--- src/rtl/serial_frame_tx.sv ---
// rtl/serial_frame_tx.sv - parallel-to-serial frame transmitter (optional PARITY_EN macro adds an even-parity bit)
module serial_frame_tx #(
    parameter int WIDTH        = 8,
    parameter int CLKS_PER_BIT = 4,
    parameter int STOP_BITS    = 1
) (
    input  logic             clk,
    input  logic             rst,
    input  logic [WIDTH-1:0] tx_data,
    input  logic             tx_valid,
    output logic             tx_ready,
    output logic             sd,
    output logic             busy
);

    // Cycle counter and bit index widths never collapse to zero bits.
    localparam int CW = (CLKS_PER_BIT > 1) ? $clog2(CLKS_PER_BIT) : 1;
    localparam int BW = (WIDTH > 1) ? $clog2(WIDTH) : 1;

    localparam logic [CW-1:0] CNT_LAST  = CW'(CLKS_PER_BIT - 1);
    localparam logic [BW-1:0] DATA_LAST = BW'(WIDTH - 1);
    localparam logic [BW-1:0] STOP_LAST = BW'(STOP_BITS - 1);

    typedef enum logic [2:0] {
        S_IDLE,
        S_START,
        S_DATA,
        S_PARITY,
        S_STOP
    } state_t;

    state_t           state_q;
    logic [CW-1:0]    cnt_q;
    logic [BW-1:0]    bit_q;
    logic [WIDTH-1:0] shift_q;
    logic [WIDTH-1:0] shift_d;
    logic             sd_q;
    logic             busy_q;
    logic             ready_q;
`ifdef PARITY_EN
    logic             parity_q;
`endif

    logic cnt_wrap;

    // Next shift-register contents when the line advances to the following data bit.
    always_comb begin
        shift_d  = shift_q >> 1;
        cnt_wrap = (cnt_q == CNT_LAST);
    end

    // Frame sequencer; the line value for the next cycle is registered alongside the state.
    always_ff @(posedge clk) begin
        if (rst) begin
            state_q  <= S_IDLE;
            cnt_q    <= '0;
            bit_q    <= '0;
            shift_q  <= '0;
            sd_q     <= 1'b1;
            busy_q   <= 1'b0;
            ready_q  <= 1'b1;
`ifdef PARITY_EN
            parity_q <= 1'b0;
`endif
        end else begin
            case (state_q)
                S_IDLE: begin
                    if (tx_valid) begin
                        shift_q  <= tx_data;
`ifdef PARITY_EN
                        parity_q <= ^tx_data;
`endif
                        cnt_q    <= '0;
                        bit_q    <= '0;
                        sd_q     <= 1'b0;
                        busy_q   <= 1'b1;
                        ready_q  <= 1'b0;
                        state_q  <= S_START;
                    end
                end
                S_START: begin
                    if (cnt_wrap) begin
                        cnt_q   <= '0;
                        bit_q   <= '0;
                        sd_q    <= shift_q[0];
                        state_q <= S_DATA;
                    end else begin
                        cnt_q <= cnt_q + 1'b1;
                    end
                end
                S_DATA: begin
                    if (cnt_wrap) begin
                        cnt_q <= '0;
                        if (bit_q == DATA_LAST) begin
                            bit_q   <= '0;
`ifdef PARITY_EN
                            sd_q    <= parity_q;
                            state_q <= S_PARITY;
`else
                            sd_q    <= 1'b1;
                            state_q <= S_STOP;
`endif
                        end else begin
                            bit_q   <= bit_q + 1'b1;
                            shift_q <= shift_d;
                            sd_q    <= shift_d[0];
                        end
                    end else begin
                        cnt_q <= cnt_q + 1'b1;
                    end
                end
`ifdef PARITY_EN
                S_PARITY: begin
                    if (cnt_wrap) begin
                        cnt_q   <= '0;
                        bit_q   <= '0;
                        sd_q    <= 1'b1;
                        state_q <= S_STOP;
                    end else begin
                        cnt_q <= cnt_q + 1'b1;
                    end
                end
`endif
                S_STOP: begin
                    if (cnt_wrap) begin
                        cnt_q <= '0;
                        if (bit_q == STOP_LAST) begin
                            bit_q   <= '0;
                            sd_q    <= 1'b1;
                            busy_q  <= 1'b0;
                            ready_q <= 1'b1;
                            state_q <= S_IDLE;
                        end else begin
                            bit_q <= bit_q + 1'b1;
                        end
                    end else begin
                        cnt_q <= cnt_q + 1'b1;
                    end
                end
                default: begin
                    state_q <= S_IDLE;
                    cnt_q   <= '0;
                    bit_q   <= '0;
                    sd_q    <= 1'b1;
                    busy_q  <= 1'b0;
                    ready_q <= 1'b1;
                end
            endcase
        end
    end

    assign sd       = sd_q;
    assign busy     = busy_q;
    assign tx_ready = ready_q;

endmodule

--- config.mk ---
export PLATFORM = sky130hd
export DESIGN_NAME = serial_frame_tx
export DESIGN_NICKNAME = d
export VERILOG_FILES = /design/src/rtl/serial_frame_tx.sv
export SDC_FILE = /design/constraint.sdc
export NUM_CORES = 1
export LEC_CHECK = 0
export CAP_MARGIN = 10
export CORE_MARGIN = 1
export CORE_UTILIZATION = 30
export DETAILED_ROUTE_END_ITERATION = 7
export GPL_TIMING_DRIVEN = 0
export HOLD_SLACK_MARGIN = 0.06
export PLACE_DENSITY = 0.48
export SLEW_MARGIN = 30
export SYNTH_ARGS = -nofsm -noshare
export SYNTH_HDL_FRONTEND = slang
export SYNTH_SLANG_ARGS = --single-unit
--- constraint.sdc ---
create_clock -name clk -period 2.8 [get_ports clk]
set_clock_uncertainty 0.2 [all_clocks]
set_input_delay 0.28 -clock clk [delete_from_list [all_inputs] [get_ports clk]]
set_output_delay 0.28 -clock clk [all_outputs]
set_load 0.1 [all_outputs]
==> results.toml <==
[power_and_ir_drop]
ir_worst_vdd_mv = 0.3166
leakagePower_nw = 0.5126
power_density_nw_per_um2 = 529.2
power.total_mw = 0.6416

[final_layout]
drive_gt1_share_pct = 9.023
syn_to_final_growth_pct = 19.93
n_fill_cell = 345
num-nets-final = 150
diodes = 0

[timing]
period_needed_ns = 2.253
relSlewSlack_pct = 35.49
setup_viol = 0
hold_ws_ns = 0.2670
maxSlewViolCount = 0
hold_violations = 0
grt_setup_unrepaired = "false"
post-route-period-util_pct = 80.47
finalSetupTns_ns = 0
fmax_mhz = 443.8
tightest_slew_ns = 0.9647

[yosys]
syn_area_um2 = 1011
ys_seq_elements = 19
syn_inst = 117
yosysWarnings = 0
ys_seq_area_share_pct = 37.62
ys_types = 36
async_reset_ff_share_pct = 0
synth_fp_nets = 133
synth_edf_count = 0
synth-main-ff-cell = "dfxtp_1"
synth.avg_cell_area_um2 = 8.641

[worst_setup_path]
crit_chain = "clkdlybuf4s50_1"
startpoint_type = "register"
arrival_ns = 1.77
worst_path_largest_cell_delay_ns = 1.13
rr_startpoint = "bit_q[0]$_SDFFE_PP0P_"
path_class = "reg -> out"
critical_path.endpoint_type = "output pin"
crit_family = "buffers and inverters"
required_ns = 2.32
critPathSlowestCell = "clkdlybuf4s50_1"
crit_start = "busy$_SDFFE_PP0P_"
crit_buf_inv = 1
crit_fanout = 2

[floorplanning]
chipHeight_um = 60.05
coreArea_um2 = 3128
start_util_pct = 32.32
fp.dieW_um = 60.05
rows = 20
fp.dieArea_um2 = 3606
ios = 14

[global_routing]
antenna_found_initial = 0
grt_pass1_vias = 835
grt_start_max_net_pins = 11
grtUsageTotal_pct = 14.01
gr-total-overflow = 0
grt_pass1_wl_um = 3712

[clock_network]
tritoncts = "built"
clk_path_buf_depth = 2
cts.sinks = 19
insertion_delay_ns = 0.30
cts_max_level = 1
root_buffer = "clkbuf_4"
postCtsSetupRepairBufs = 0
clkTransAtPathRegs_ns = 0.11
cts_resized = 0
cts_hold_buffers = 0
numCtsBuffers = 3

[routing]
wl_met3_um = 82
dr_wl_met2_um = 986
ant_nets = 0
drt_first_pass_iters = 4
highest_layer = "met4"
num_vias = 845
routed_via_density = 4.774
drc_errors = 0
wl_met1_um = 975
wl_um = 2062
wire_per_inst_um = 11.65
drt_iter0_markers = 26

[placed_design]
port_buffers = 12
dpl.hpwl_um = 1548
place.gp.congestion = 0.7723

[flow_run]
cap_violations = 0

[hold_path]
min_from = "tx_ready$_SDFFE_PP1P_"
hold_path.class = "reg -> reg"

[run_status]
status = "completed"
-- synth_stat cells, drive strengths merged, types with 3 or more instances --
| cell type | number | share of area (%) |
|---|---|---|
| nand2b | 3 | 1.9 |
| inv | 7 | 2.6 |
| buf | 6 | 4.0 |
| nand3 | 5 | 2.5 |
| a211oi | 8 | 5.9 |
| dfxtp | 19 | 38 |
| o21ai | 6 | 3.0 |
| nor2 | 16 | 6.2 |
| a21oi | 7 | 3.5 |
| mux2i | 7 | 6.9 |
| ha | 5 | 6.2 |
| nand2 | 6 | 2.2 |
-- area by class of cell --
cell class	count	area (um2)	share of cell area [%]
Buffer	8	47.55	3.922
Clock buffer	4	26.28	2.167
Inverter	7	26.28	2.167
Multi-Input combinational cell	83	556.8	45.92
Sequential cell	19	380.4	31.37
Tap cell	44	55.05	4.541
Timing Repair Buffer	12	120.1	9.907
-- per-stage QoR --
| stage | instances | area [um2] | setup slack [ns] | util (%) |
|---|---|---|---|---|
| 6_report | 177 | 1212 | 0.5467 | 38.76 |
| 5_1_grt | 177 | 1212 | 0.4732 | 38.76 |
| 4_1_cts | 177 | 1212 | 0.5196 | 38.76 |
| 3_5_place_dp | 173 | 1186 | 0.7256 | 37.92 |
| 3_3_place_gp | 173 | 1186 | 0.7403 | 37.92 |
| 2_1_floorplan | 117 | 1011 | 0.9760 | - |
-- metal layers --
layer,vias up,global-route usage (%)
met5,-,0
li1,447,-
met2,13,23.81
met3,2,4.762
met4,0,3.987
met1,383,16.64
-- flip-flops by register name, summed over array words and instances (netlist names) --
register  cells
cnt_q         2
shift_q       8
busy          1
sd            1
bit_q         3
tx_ready      1
state_q       3
-- where the power goes --
part / switching (mW) / leakage, nW / internal, mW
Combinational: 0.120 / 0.341 / 0.0738
Clock: 0.0837 / 0.0150 / 0.0555
Sequential: 0.0138 / 0.156 / 0.295
Total: 0.217 / 0.513 / 0.424
-- worst paths after layout --
kind | slack, ns | endpoint | cells after the start
worst max-delay path | 0.55 | busy | 1
worst min-delay path | 0.27 | tx_ready$_SDFFE_PP1P_ | 2
worst max register to register | 0.73 | shift_q[6]$_SDFFE_PP0P_ | 8
worst min register to register | 0.27 | tx_ready$_SDFFE_PP1P_ | 2
-- cells in the final DEF (no fill, tap or decap), types with 3 or more instances in the layout --
| cell | n |
|---|---|
| o21ai_0 | 5 |
| clkbuf_1 | 3 |
| nand2b_1 | 3 |
| clkbuf_4 | 3 |
| nand2_1 | 6 |
| nand3_1 | 5 |
| a211oi_1 | 8 |
| dfxtp_1 | 19 |
| clkdlybuf4s50_1 | 12 |
| inv_1 | 6 |
| a21oi_1 | 7 |
| nor2_1 | 15 |
| ha_1 | 5 |
| mux2i_1 | 7 |
-- cells by family after synthesis --
group	Yosys count	synth area share, %
AND/OR/NAND/NOR	38	19.18
AO/OA/AOI/OAI	32	21.91
flip-flops	19	37.62
buffers and inverters	15	7.301
multiplexers	7	6.931
adder cells (fa/ha/maj)	5	6.188
XOR/XNOR	1	0.8665
No activity file was read; power rests on OpenSTA's default activity.
